===== src/rtl/pc_unit.sv =====
// pc_unit: program-counter register and next-PC selector with a return-address stack.
// Ports: clk/reset (sync, active-high); pc_write enables an update; pc_src picks
//   sequential/branch/jump/return; call marks a jump as a call (pushes pc_add_result).
//   pc_result is the registered PC; ras_empty/ras_full reflect the stack count;
//   ras_err and misalign_err are sticky until reset.
// Optional feature macro: PC_ALIGN_CHECK_EN (odd branch/jump/return targets are
//   rejected and flagged; when undefined, bit0 of the next PC is forced to 0).
module pc_unit #(
    parameter logic [15:0] RESET_PC  = 16'h0000,
    parameter int          RAS_DEPTH = 8
) (
    input  logic        clk,
    input  logic        reset,
    input  logic        pc_write,
    input  logic [1:0]  pc_src,
    input  logic        call,
    input  logic [15:0] pc_add_result,
    input  logic [15:0] branch_target,
    input  logic [15:0] jump_target,
    output logic [15:0] pc_result,
    output logic        ras_empty,
    output logic        ras_full,
    output logic        ras_err,
    output logic        misalign_err
);
    localparam int AW = $clog2(RAS_DEPTH);
    localparam int CW = AW + 1;

    localparam logic [1:0] SRC_SEQ    = 2'b00;
    localparam logic [1:0] SRC_BRANCH = 2'b01;
    localparam logic [1:0] SRC_JUMP   = 2'b10;
    localparam logic [1:0] SRC_RETURN = 2'b11;

    logic [15:0]   stack [RAS_DEPTH];
    logic [CW-1:0] count;
    logic [AW-1:0] top_idx;
    logic [AW-1:0] push_idx;

    logic [15:0] sel_pc;
    logic [15:0] next_pc;
    logic        do_push;
    logic        do_pop;
    logic        ras_event;

    assign ras_empty = (count == '0);
    assign ras_full  = (count == CW'(RAS_DEPTH));
    // Top entry sits one below the count; the next free slot is at the count.
    assign top_idx   = AW'(count - CW'(1));
    assign push_idx  = count[AW-1:0];

`ifdef PC_ALIGN_CHECK_EN
    logic misaligned;
    logic misalign_q;
    assign misalign_err = misalign_q;
`else
    assign misalign_err = 1'b0;
`endif

    always_comb begin
        sel_pc    = pc_add_result;
        do_push   = 1'b0;
        do_pop    = 1'b0;
        ras_event = 1'b0;
        case (pc_src)
            SRC_SEQ:    sel_pc = pc_add_result;
            SRC_BRANCH: sel_pc = branch_target;
            SRC_JUMP: begin
                sel_pc = jump_target;
                // A call on a full stack still jumps; only the push is lost.
                if (call) begin
                    if (ras_full) ras_event = 1'b1;
                    else          do_push   = 1'b1;
                end
            end
            SRC_RETURN: begin
                // Return on an empty stack falls through to the sequential PC.
                if (ras_empty) begin
                    sel_pc    = pc_add_result;
                    ras_event = 1'b1;
                end else begin
                    sel_pc = stack[top_idx];
                    do_pop = 1'b1;
                end
            end
            default: sel_pc = pc_add_result;
        endcase
`ifdef PC_ALIGN_CHECK_EN
        // An odd non-sequential target cancels the whole update, stack included.
        misaligned = (pc_src != SRC_SEQ) && sel_pc[0];
        if (misaligned) begin
            do_push   = 1'b0;
            do_pop    = 1'b0;
            ras_event = 1'b0;
            next_pc   = pc_result;
        end else begin
            next_pc   = sel_pc;
        end
`else
        next_pc = {sel_pc[15:1], 1'b0};
`endif
    end

    always_ff @(posedge clk) begin
        if (reset) begin
            pc_result <= RESET_PC;
            count     <= '0;
            ras_err   <= 1'b0;
`ifdef PC_ALIGN_CHECK_EN
            misalign_q <= 1'b0;
`endif
        end else if (pc_write) begin
            pc_result <= next_pc;
            if (do_push)   count   <= count + CW'(1);
            if (do_pop)    count   <= count - CW'(1);
            if (ras_event) ras_err <= 1'b1;
`ifdef PC_ALIGN_CHECK_EN
            if (misaligned) misalign_q <= 1'b1;
`endif
        end
    end

    // Stack storage is not reset; only the count defines which entries are live.
    always_ff @(posedge clk) begin
        if (!reset && pc_write && do_push) begin
            stack[push_idx] <= pc_add_result;
        end
    end

endmodule


===== config.mk =====
export PLATFORM = sky130hd
export DESIGN_NAME = pc_unit
export DESIGN_NICKNAME = d
export VERILOG_FILES = /design/src/rtl/pc_unit.sv
export SDC_FILE = /design/constraint.sdc
export NUM_CORES = 1
export LEC_CHECK = 0
export BUFFER_PORTS_ARGS = -buffer_cell sky130_fd_sc_hd__buf_2
export CAP_MARGIN = 0
export CELL_PAD_IN_SITES_DETAIL_PLACEMENT = 2
export CELL_PAD_IN_SITES_GLOBAL_PLACEMENT = 2
export CORE_ASPECT_RATIO = 0.7
export CORE_MARGIN = 4
export CORE_UTILIZATION = 25
export CTS_CLUSTER_DIAMETER = 60
export DETAILED_ROUTE_END_ITERATION = 10
export PLACE_DENSITY_LB_ADDON = 0.1
export SLEW_MARGIN = 20
export SYNTH_ARGS = -nofsm -noshare
export SYNTH_HDL_FRONTEND = slang
export SYNTH_SLANG_ARGS = --single-unit

===== constraint.sdc =====
create_clock -name clk -period 8.6 [get_ports clk]
set_input_delay 0.43 -clock clk [delete_from_list [all_inputs] [get_ports clk]]
set_output_delay 0.43 -clock clk [all_outputs]
set_load 0.02 [all_outputs]

; ---- Word-level counts from Yosys, hierarchy flattened
; Memory sizes are Yosys's and may differ from the RTL's.
; Index checks and enable logic that the tools add are counted.
[totals]
reg_bits = 20
output_inout_bits = 20
ramBits = 128
n_memories = 1
[op_classes]
n_mux = 15
n_addsub = 2
n_reduce_logical = 8
eq_ne = 4
[mem_list]
columns = name, words, width, rd, rd_clocked_by_memory_dff, write_ports, line
row1 = stack, 8, 16, 1, 0, 1, 34  ; logic [15:0] stack [RAS_DEPTH];
[ops]
columns = cell, n
row1 = $pmux W16 S4, 1
row2 = $mux W16, 1
row3 = $mux W1, 10
row4 = $mux W4, 2
row5 = $add A4 B1 Y4 const B, 1
row6 = $eq A2 B2 Y1 const B, 2
row7 = $eq A4 B4 Y1 const B, 1
row8 = $logic_not A4 Y1, 1
row9 = $reduce_and A2 Y1, 2
row10 = $sub A4 B1 Y4 const B, 1
row11 = $eq A2 B1 Y1 const B, 1
row12 = $logic_and A1 B1 Y1, 2
row13 = $logic_not A2 Y1, 1
row14 = $pmux W1 S2, 1
row15 = $reduce_bool A2 Y1, 1
row16 = $logic_not A1 Y1, 1

; ---- Depth between registers and ports, before layout
; Gate-level depths: netlist of the first run.
[logic_depth]
ltp_word = 7
mapped_depth = 10
ltp_nobuf = 7

; ---- Least setup slack after synthesis of the first run
; OpenSTA, ideal clock, no wires.
[synth_timing]
kind = reg2reg
startpoint = reg count[0]
endpoint = mem stack[1][10], enable pin
synth_period_minus_slack_ps = 3238
required_time_ps = 8194
slack_ps = 5362
arrival_ps = 2832
n_path_buf = 2
path_stages_with_launch = 9
path_cell_list = dfxtp_1 buf_2 buf_2 inv_1 ha_1 nand3b_1 nand2_1 or3_1 nor3_1
[synth_between]
elab_chain_len = 7
[synth_rtl]
columns = element, line
row1 = start: declaration, 35  ; logic [CW-1:0] count;
row2 = start signal: assignment, 113  ; if (do_push) count <= count + CW'(1);
row3 = start signal: assignment, 114  ; if (do_pop) count <= count - CW'(1);
row4 = $eq A4 B4 Y1, 46  ; assign ras_full = (count == CW'(RAS_DEPTH));
row5 = $mux W1, 71  ; if (ras_full) ras_event = 1'b1;
row6 = $mux W1, 70  ; if (call) begin
row7 = $mux W1, 64  ; case (pc_src)
row8 = $logic_and A1 B1 Y1, 124  ; if (!reset && pc_write && do_push) begin
row9 = $mux W1, 124
row10 = $mux W1 (implied by the code), 125  ; stack[push_idx] <= pc_add_result;
row11 = end: declaration, 34
; Several ways; a longest one is shown, not always the timed one.

; ---- Final worst setup path of the first run
[layout_timing]
startpoint = reg count[0]
endpoint = mem stack[3][2], enable pin
; The elaborated chain is that of the path after synthesis.

==> results by group, run 1 <==
Global route
  • GRT Residual Overflow: 0
  • GR Util All Layers: 0.138
  • Global-route wire length before repair: about 25000 um
  • Initial antenna violation count: 0
  • Largest net degree at the start of global routing: 37
  • Vias in the first global route: 3882

Detailed routing
  • Routed vias: 3429
  • Drt drc: 0
  • Initial DRC count: 164
  • Vias per cell: roughly 4.6
  • Drt pass-1 iters: 4
  • WL/cell: 22.4 um
  • Drt total wl: between 15000 and 20000 um
  • ANT nets after route: 0

Timing
  • Final hold violation count: 0
  • Final period util: 0.423
  • TNS Setup: 0 ns
  • Tightest Pin Transition: 0.752 ns
  • Clock Skew: 0.0134 ns
  • Slew Limit Fails: 0
  • Maximum clock rate: 275 MHz
  • Slack of the critical path: roughly 5.0 ns
  • RSZ-0062 raised after global routing: no
  • Final count of negative-setup-slack endpoints: 0
  • Crit path time final: approximately 3.6 ns
  • Rel. slew slack: 0.498

Critical path
  • Setup crit start kind: flip-flop
  • Worst Setup Path Type: flip-flop to flip-flop
  • Top fanout value on the critical path: 36
  • Crit path capture type: flip-flop
  • Req. time, crit path: between 8 and 9 ns
  • Worst EP arrival: 3.76 ns

Synthesis
  • Syn Area/Cell: roughly 17 um^2
  • Synth Warn #: 0
  • Post-Syn Instances: between 300 and 400
  • Sequential fraction of the synthesis area: 0.698
  • Post-synth cell types: 43
  • Synthesized area: approximately 5700 um^2
  • Flops & latches, synth: 140

Floorplan
  • Core Footprint: 22600 um^2
  • Ports: 74
  • Die Area: roughly 25000 um^2
  • Core Rows: 46
  • Width of the die: about 190 um
  • Starting density of the core: 0.254
  • Chip height: 135 um

CTS
  • CTS tree: done
  • Sink Count: 140
  • # hold bufs at CTS: 0
  • Number of CTS-inserted buffers: 17
  • Clk_lat worst skew: 0.43 ns
  • Cts repair resizes: 0
  • Worst-path clk slew: 0.07 ns
  • Clock buffer depth: 2
  • Post-CTS Repair Setup Buffers: 0
  • H-tree levels: 4
  • Root buf cell: clkbuf_16

Flow run
  • Max Cap Viol: 0

Power and ir drop
  • Total power: approximately 1.6 mW
  • Sequential Power Share: 0.457
  • Switching power: about 0.38 mW
  • Pwr/cell area: roughly 230 nW/um^2
  • Peak supply drop: 154 uV
  • Switching portion of total power: 0.233
  • Internal: approximately 1.3 mW
  • Clock power share: 0.473
  • Comb pwr share: 0.070
  • LEAKAGE: roughly 2.3 nW

Layout
  • Fin nets: between 400 and 500
  • Ant diodes: 0
  • Final core utilization: 0.313
  • Share of cells above drive strength 1: 0.339
  • Area delta synth->final: 23.3%

Min path
  • Worst Hold Class: input pin to flip-flop

Placement
  • GP Congestion: 0.694
  • Worst slack, placed: approximately 4.8 ns
  • Port bufs: 68
  • HPWL Detailed: 10800 um

Status
  • Status: finished, final reports clean
==> flip-flops by register name, summed over array words and instances, names as in the netlist <==
| name | flops |
|---|---|
| stack | 120 |
| pc_result | 15 |
| count | 4 |
| ras_err | 1 |
==> power groups by stage <==
stage	clock (mW)	combinational [mW]	sequential (mW)
global placement	0	0.118	0.763
finish	0.775	0.115	0.749
detailed placement	0	0.119	0.764
floorplan	0	0.0616	0.770
global route	0.829	0.128	0.750
CTS	0.799	0.120	0.749
==> kinds of logic after synthesis <==
kind of cell | count (synthesis) | share of synthesized area
AO/OA/AOI/OAI | 68 | 0.0969
XOR/XNOR | 1 | 0.00153
adder cells (fa/ha/maj) | 2 | 0.00436
buffers and inverters | 29 | 0.0253
flip-flops | 140 | 0.698
multiplexers | 32 | 0.115
other | 1 | 0.000654
AND/OR/NAND/NOR | 70 | 0.0578
==> cells in the mapped netlist <==
master,n,share of area
mux2_2,2,0.0039
nor4b_1,1,0.0015
buf_6,2,0.0039
xor2_1,1,0.0015
or2_2,1,0.0011
a311oi_1,12,0.018
o21ai_0,1,0.00087
dfxtp_1,20,0.070
nand3_1,5,0.0044
or3_1,3,0.0033
a211o_1,1,0.0015
o21ai_4,1,0.0028
inv_1,5,0.0033
a211oi_1,4,0.0052
o2bb2ai_1,1,0.0015
and3b_1,1,0.0015
clkbuf_1,13,0.0085
and2_0,1,0.0011
or3b_1,1,0.0015
ha_1,2,0.0044
a311o_1,3,0.0052
nor3_1,3,0.0026
nand3b_1,1,0.0013
a21boi_0,4,0.0052
a31oi_1,1,0.0011
nand4_1,1,0.0011
edfxtp_1,120,0.63
buf_2,5,0.0044
nand2b_1,3,0.0033
o32ai_1,4,0.0061
and3_1,1,0.0011
mux4_2,27,0.11
a221oi_1,15,0.023
nor2b_1,6,0.0065
buf_4,4,0.0052
nand2_1,18,0.012
nor2_1,24,0.016
a21oi_1,4,0.0035
o311ai_0,1,0.0015
mux2i_1,3,0.0052
a22oi_1,13,0.017
conb_1,1,0.00065
o21bai_1,3,0.0039
==> metrics by stage <==
| stage | hold slack (ns) | std cells | instance area, um^2 |
|---|---|---|---|
| 2_1_floorplan | 0.492 | 344 | 5740 |
| 3_3_place_gp | 0.477 | 713 | 6450 |
| 3_5_place_dp | 0.491 | 713 | 6450 |
| 4_1_cts | 0.289 | 745 | 7070 |
| 5_1_grt | 0.305 | 745 | 7070 |
| 6_report | 0.303 | 745 | 7070 |
==> routing by layer <==
layer | GRT usage | vias to the layer above | share of wire
met4 | 0.0413 | 0 | 0.012
li1 | - | 1567 | -
met1 | 0.188 | 1796 | 0.47
met2 | 0.223 | 52 | 0.48
met5 | 0 | - | 0
met3 | 0.0305 | 14 | 0.036
==> worst paths after layout <==
check,from,endpoint,slack [ns],cells after the start
worst max-delay path,count[0],stack[3][2],4.96,8
worst min-delay path,pc_add_result[6],stack[1][6],0.30,1
worst max register to register,count[0],stack[3][2],4.96,8
worst min register to register,pc_result[9],pc_result[9],0.49,2
==> placed cells by master, fill, tap and decap left out, drive strengths merged, types with 2 or more instances in the layout <==
cell      netlist  final
o32ai           4      4
a22oi          13     13
bufinv          0      3
nor3            3      3
a211oi          4      4
a21boi          4      4
or3             3      3
mux2            2      2
a311o           3      3
mux2i           3      3
inv             5     10
nand3           5      5
a311oi         12     12
nand2          18     18
nor2b           6      6
mux4           27     27
a21oi           4      4
edfxtp        120    120
clkinvlp        0      2
o21bai          3      3
ha              2      2
buf            11     81
conb            1      2
clkinv          0      4
nand2b          3      3
a221oi         15     15
clkbuf         13     18
o21ai           2      2
nor2           24     24
dfxtp          20     20
==> layout make-up <==
class,count,area (um^2)
Clock inverter,14,183
Inverter,5,18.8
Clock buffer,18,439
Sequential cell,140,4010
Fill cell,2342,15500
Multi-Input combinational cell,175,1600
Tap cell,312,390
Timing Repair Buffer,81,438
==> worst max-delay path: stages (launching register included) <==
cell	delay (ns)
dfxtp_2	0.31
buf_4	0.56
inv_1	0.29
ha_1	0.33
nand3b_1	0.25
nand2_1	0.16
or3_1	0.44
nor2_1	0.61
buf_4	0.34
Note: power is estimated with default switching activity, not from simulation.
==> run 2, diff against run 1 <==
==> constraint.sdc (replaced) <==
create_clock -name clk -period 3 [get_ports clk]
set_input_delay 0.15 -clock clk [delete_from_list [all_inputs] [get_ports clk]]
set_output_delay 0.15 -clock clk [all_outputs]
set_load 0.02 [all_outputs]
==> results by group, run 2 (same netlist as run 1, synthesis figures left out) <==
Status
  • Status: finished, final reports clean (unchanged)

Layout
  • Top reg by flops: stack (unchanged)
  • Regs by FF count: stack (120), pc_result (15), count (4) (unchanged)
  • Ant diodes: 0 (unchanged)
  • Share of cells above drive strength 1: 0.351 (was 0.339)
  • Commonest non-fill, non-tap cell in the layout: edfxtp_1 (unchanged)
  • Fin nets: 493 (was 476)
  • Fin area: 7260 um^2 (was 7070 um^2)
  • # fillers: 2293 (was 2342)
  • Area delta synth->final: 26.7% (was 23.3%)
  • Final core utilization: 0.321 (was 0.313)
  • Largest register FFs: 120 (unchanged)
  • Commonest cells after routing, fill and taps aside: 120 x edfxtp_1, 68 x buf_2, 27 x mux4_2, 26 x buf_4, 24 x nor2_1 (was 120 x edfxtp_1, 68 x buf_2, 27 x mux4_2, 24 x nor2_1, 19 x dfxtp_1)
  • Non-filler instance count after layout: 762 (was 745)

Timing
  • Crit path time final: 2.47 ns (was 3.64 ns)
  • Tightest Pin Transition: 0.737 ns (was 0.752 ns)
  • Final count of negative-setup-slack endpoints: 0 (unchanged)
  • Final hold violation count: 0 (unchanged)
  • Final period util: 0.823 (was 0.423)
  • Slew Limit Fails: 0 (unchanged)
  • TNS Setup: 0 ns (unchanged)
  • Maximum clock rate: 405 MHz (was 275 MHz)
  • Clock Skew: 0.00965 ns (was 0.0134 ns)
  • RSZ-0062 raised after global routing: no (unchanged)
  • Rel. slew slack: 0.508 (was 0.498)

Power and ir drop
  • Switching portion of total power: 0.216 (was 0.233)
  • Sequential Power Share: 0.436 (was 0.457)
  • Switching power: 1.06 mW (was 0.382 mW)
  • LEAKAGE: 2.41 nW (was 2.31 nW)
  • Clock power share: 0.493 (was 0.473)
  • Comb pwr share: 0.071 (was 0.070)
  • Internal: 3.87 mW (was 1.26 mW)
  • Pwr/cell area: 679 nW/um^2 (was 232 nW/um^2)
  • Peak supply drop: 332 uV (was 154 uV)

CTS
  • Number of CTS-inserted buffers: 17 (unchanged)
  • Clock buffer depth: 2 (unchanged)
  • CTS tree: done (unchanged)
  • H-tree levels: 4 (unchanged)
  • Root buf cell: clkbuf_16 (unchanged)
  • Worst-path clk slew: 0.06 ns (was 0.07 ns)
  • Clk_lat worst skew: 0.43 ns (about the same)
  • Sink Count: 140 (unchanged)

Detailed routing
  • ANT nets after route: 0 (unchanged)
  • Drt drc: 0 (unchanged)
  • Drt total wl: 17700 um (was 16700 um)
  • WL/cell: 23.2 um (was 22.4 um)
  • Drt pass-1 iters: 4 (unchanged)
  • Initial DRC count: 193 (was 164)
  • Vias per cell: 4.64 (was 4.60)
  • Routed vias: 3533 (was 3429)

Global route
  • Initial antenna violation count: 0 (unchanged)
  • GR met3 Demand/Resource: 0.0380 (was 0.0305)
  • Vias in the first global route: 3911 (was 3882)
  • GR Util All Layers: 0.146 (was 0.138)
  • Met1 GRT Util: 0.195 (was 0.188)
  • GRT Residual Overflow: 0 (unchanged)
  • Largest net degree at the start of global routing: 36 (was 37)
  • Met2 usage: 0.235 (was 0.223)
  • Busiest grt layer: met2 (unchanged)
  • Global-route wire length before repair: 26500 um (was 25400 um)

Critical path
  • Crit path capture type: flip-flop (unchanged)
  • CP max-delay cell: dfxtp_1 (was nor2_1)
  • R2R cell count: 7 (was 8)
  • Top fanout value on the critical path: 15 (was 36)
  • Worst EP arrival: 2.57 ns (was 3.76 ns)
  • Req. time, crit path: 3.10 ns (was 8.72 ns)
  • Crit path cell chain: inv_1 -> ha_1 -> nand3b_1 -> nand2_1 -> or3_1 -> nor2_1 -> buf_4 (was buf_4 -> inv_1 -> ha_1 -> nand3b_1 -> nand2_1 -> or3_1 -> nor2_1 -> buf_4)
  • Critical path depth: 7 (was 8)
  • Top Family by Delay on Critical Path: simple AND/OR/NAND/NOR gates (unchanged)
  • Setup crit start kind: flip-flop (unchanged)
  • Worst Setup Path Type: flip-flop to flip-flop (unchanged)
  • Worst path bufs/invs: 2 (was 3)
  • CP peak stage delay: 0.57 ns (was 0.61 ns)

Placement
  • GP Congestion: 0.714 (was 0.694)
  • Placed cell count: 726 (was 713)
  • Port bufs: 68 (unchanged)
  • Area post-placement: 6550 um^2 (was 6450 um^2)
  • HPWL Detailed: 11400 um (was 10800 um)

Floorplan
  • Core Rows: 46 (unchanged)
  • Die Area: 25500 um^2 (unchanged)
  • Core Footprint: 22600 um^2 (unchanged)
  • Chip height: 135 um (unchanged)
  • Starting density of the core: 0.254 (unchanged)
  • Width of the die: 189 um (unchanged)
  • Ports: 74 (unchanged)

Flow run
  • Max Cap Viol: 0 (unchanged)

Min path
  • Hold Crit Depth: 1 (unchanged)
  • Worst Hold Class: input pin to flip-flop (unchanged)
## run 2: changes by cell type in the layout (fill, tap and decap cells not counted)
| cell | delta |
|---|---|
| clkinv_1 | +1 |
| dlygate4sd3_1 | +4 |
| clkbuf_1 | +1 |
| clkinv_4 | -2 |
| inv_6 | -4 |
| clkbuf_8 | +1 |
| clkinv_2 | +1 |
| inv_8 | -1 |
| bufinv_16 | +3 |
| buf_4 | +13 |
## run 2: repair_timing
| item | in CTS | in global routing |
|---|---|---|
| setup buffers | 0 | 0 |
| resized for setup | 0 | 0 |
| hold endpoints to repair | 30 | 0 |
| hold buffers | 4 | 0 |
## run 2: power by group through the flow
stage,registers (mW),clock network (mW),logic (mW)
2_1_floorplan,2.21,0,0.177
3_3_place_gp,2.19,0,0.348
3_5_place_dp,2.19,0,0.356
4_1_cts,2.15,2.51,0.362
5_1_grt,2.15,2.59,0.385
6_report,2.15,2.43,0.350
## run 2: cell type report
class                           instances  area, um^2  share of cell area
Multi-Input combinational cell        175        1600               0.220
Timing Repair Buffer                   98         576              0.0792
Clock buffer                           20         457              0.0629
Inverter                                5        18.8             0.00258
Clock inverter                         12         218              0.0300
Sequential cell                       140        4010               0.551
Tap cell                              312         390              0.0537
## run 2: layer usage
layer / part of all wire / up-vias
met2: 0.48 / 61
met5: 0 / -
met3: 0.033 / 16
met1: 0.47 / 1863
met4: 0.013 / 0
li1: - / 1593
## run 2: metrics by stage
step | setup WS [ns] | total power [mW] | hold WS (ns)
floorplan | 0.162 | 2.38 | 0.249
global placement | 0.569 | 2.54 | 0.435
detailed placement | 0.519 | 2.54 | 0.460
CTS | 0.506 | 5.02 | 0.00603
global route | 0.315 | 5.13 | 0.0198
finish | 0.530 | 4.93 | 0.0313
## run 2: worst paths after layout
check | start | to | slack, ns
worst max-delay path | count[1] | stack[3][7] | 0.53
worst min-delay path | pc_add_result[11] | stack[3][11] | 0.03
worst max register to register | count[1] | stack[3][7] | 0.53
worst min register to register | ras_err | ras_err | 0.49
==> run 3, diff against run 2 <==
==> constraint.sdc (replaced) <==
create_clock -name clk -period 2.1 [get_ports clk]
set_input_delay 0.105 -clock clk [delete_from_list [all_inputs] [get_ports clk]]
set_output_delay 0.105 -clock clk [all_outputs]
set_load 0.02 [all_outputs]
==> results by group, run 3 (same netlist as run 1, synthesis figures left out) <==
Critical path
  • Req. time, crit path: 2.22 ns (was 3.10 ns)
  • Worst EP arrival: 2.15 ns (was 2.57 ns)
  • Setup crit start kind: flip-flop (unchanged)
  • Crit path capture type: flip-flop (unchanged)
  • CP max-delay cell: or3_4 (was dfxtp_1)
  • Worst Setup Path Type: flip-flop to flip-flop (unchanged)
  • CP peak stage delay: 0.47 ns (was 0.57 ns)
  • Crit path cell chain: inv_4 -> ha_4 -> nand3b_1 -> nand2_1 -> or3_4 -> nor3_4 -> buf_4 (was inv_1 -> ha_1 -> nand3b_1 -> nand2_1 -> or3_1 -> nor2_1 -> buf_4)
  • Top fanout value on the critical path: 8 (was 15)

Timing
  • Crit path time final: 2.03 ns (was 2.47 ns)
  • Rel. slew slack: 0.560 (was 0.508)
  • Clock Skew: 0.0110 ns (was 0.00965 ns)
  • WHS: 0.0283 ns (was 0.0313 ns)
  • Final count of negative-setup-slack endpoints: 0 (unchanged)
  • Slew Limit Fails: 0 (unchanged)
  • Tightest Pin Transition: 0.659 ns (was 0.737 ns)
  • TNS Setup: 0 ns (unchanged)
  • Final period util: 0.968 (was 0.823)
  • Final hold violation count: 0 (unchanged)
  • RSZ-0062 raised after global routing: yes (was no)
  • Maximum clock rate: 492 MHz (was 405 MHz)

Detailed routing
  • Initial DRC count: 203 (was 193)
  • Drt total wl: 17800 um (was 17700 um)
  • Routed vias: 3644 (was 3533)
  • ANT nets after route: 0 (unchanged)
  • Drt drc: 0 (unchanged)
  • WL/cell: 22.8 um (was 23.2 um)
  • Drt pass-1 iters: 4 (unchanged)
  • Vias per cell: 4.67 (was 4.64)

Power and ir drop
  • Switching power: 1.53 mW (was 1.06 mW)
  • Switching portion of total power: 0.226 (was 0.216)
  • Clock power share: 0.463 (was 0.493)
  • Peak supply drop: 565 uV (was 332 uV)
  • LEAKAGE: 2.50 nW (was 2.41 nW)
  • Comb pwr share: 0.083 (was 0.071)
  • Pwr/cell area: 890 nW/um^2 (was 679 nW/um^2)
  • Sequential Power Share: 0.453 (was 0.436)
  • Internal: 5.24 mW (was 3.87 mW)
  • Total power: 6.76 mW (was 4.93 mW)

Global route
  • Initial antenna violation count: 0 (unchanged)
  • GR Util All Layers: 0.145 (was 0.146)
  • GRT Residual Overflow: 0 (unchanged)
  • Largest net degree at the start of global routing: 36 (unchanged)
  • Global-route wire length before repair: 26700 um (was 26500 um)
  • Vias in the first global route: 3930 (was 3911)

CTS
  • Sink Count: 140 (unchanged)
  • Clock buffer depth: 2 (unchanged)
  • Root buf cell: clkbuf_16 (unchanged)
  • Post-CTS Repair Setup Buffers: 0 (unchanged)
  • Worst-path clk slew: 0.06 ns (about the same)
  • H-tree levels: 4 (unchanged)
  • Number of CTS-inserted buffers: 17 (unchanged)
  • CTS tree: done (unchanged)
  • Clk_lat worst skew: 0.43 ns (about the same)

Layout
  • Fin nets: 512 (was 493)
  • Top reg by flops: stack (unchanged)
  • Area of the multi-input gates: 1680 um^2 (was 1600 um^2)
  • Share of cells above drive strength 1: 0.375 (was 0.351)
  • Fin area: 7600 um^2 (was 7260 um^2)
  • # fillers: 2297 (was 2293)
  • Largest register FFs: 120 (unchanged)
  • Commonest cells after routing, fill and taps aside: 120 x edfxtp_1, 68 x buf_2, 27 x mux4_2, 23 x buf_4, 19 x dfxtp_1 (was 120 x edfxtp_1, 68 x buf_2, 27 x mux4_2, 26 x buf_4, 24 x nor2_1)
  • Regs by FF count: stack (120), pc_result (15), count (4) (unchanged)
  • Ant diodes: 0 (unchanged)
  • Commonest non-fill, non-tap cell in the layout: edfxtp_1 (unchanged)
  • Area delta synth->final: 32.5% (was 26.7%)
  • Reg area: 4010 um^2 (unchanged)

Floorplan
  • Die Area: 25500 um^2 (unchanged)
  • Core Rows: 46 (unchanged)
  • Width of the die: 189 um (unchanged)
  • Core Footprint: 22600 um^2 (unchanged)
  • Chip height: 135 um (unchanged)
  • Starting density of the core: 0.254 (unchanged)
  • Ports: 74 (unchanged)

Placement
  • Port bufs: 68 (unchanged)
  • Area post-placement: 6850 um^2 (was 6550 um^2)
  • GP Congestion: 0.713 (was 0.714)
  • HPWL Detailed: 11800 um (was 11400 um)

Flow run
  • Max Cap Viol: 0 (unchanged)

Status
  • Status: finished, final reports clean (unchanged)

Min path
  • Worst Hold Class: input pin to flip-flop (unchanged)
-- run 3: changes by cell type in the layout (fill, tap and decap cells not counted), sizes merged --
cell         change
clkinv           +3
buf              +9
bufinv           -3
dlygate4sd3     +10
-- run 3: routing by layer --
| metal | GRT usage | up-vias | wire [um] |
|---|---|---|---|
| met1 | 0.210 | 1925 | 8770 |
| met3 | 0.0310 | 15 | 648 |
| met5 | 0 | - | 0 |
| met4 | 0.0413 | 0 | 186 |
| met2 | 0.222 | 74 | 8200 |
| li1 | - | 1630 | - |
-- run 3: final timing paths --
kind	startpoint	end	slack [ns]	cells past startpoint
worst min register to register	ras_err	ras_err	0.48	2
worst max register to register	count[0]	stack[0][3]	0.07	7
worst min-delay path	pc_src[1]	ras_err	0.03	3
worst max-delay path	count[0]	stack[0][3]	0.07	7
-- run 3: what timing repair did --
item,in CTS,in global routing
endpoints found under the setup margin,0,15
endpoints found under the hold margin,112,0
hold buffers,14,0
gates resized for setup,0,0
-- run 3: stage by stage --
| stage | utilization | std cells | setup slack (ns) |
|---|---|---|---|
| floorplan | - | 344 | -0.271 |
| global placement | 0.303 | 735 | 0.105 |
| detailed placement | 0.303 | 735 | 0.0895 |
| CTS | 0.336 | 781 | 0.0522 |
| global route | 0.336 | 781 | -0.0192 |
| finish | 0.336 | 781 | 0.0665 |
-- run 3: critical path, delay by kind of cell (launching register included) --
family / cells / cell delay [ns]
flip-flops: 1 / 0.37
adder cells (fa/ha/maj): 1 / 0.17
buffers and inverters: 2 / 0.30
AND/OR/NAND/NOR: 4 / 0.88
-- run 3: power by group through the flow --
| stage | registers [mW] | logic (mW) | clock network [mW] |
|---|---|---|---|
| floorplan | 3.15 | 0.263 | 0 |
| global placement | 3.13 | 0.546 | 0 |
| detailed placement | 3.13 | 0.555 | 0 |
| CTS | 3.07 | 0.577 | 3.22 |
| global route | 3.07 | 0.614 | 3.33 |
| finish | 3.07 | 0.564 | 3.13 |
-- run 3: final cells by class --
type	instances	area share
Clock buffer	20	0.0614
Clock inverter	12	0.0189
Inverter	5	0.00280
Multi-Input combinational cell	175	0.221
Sequential cell	140	0.527
Tap cell	312	0.0514
Timing Repair Buffer	117	0.118
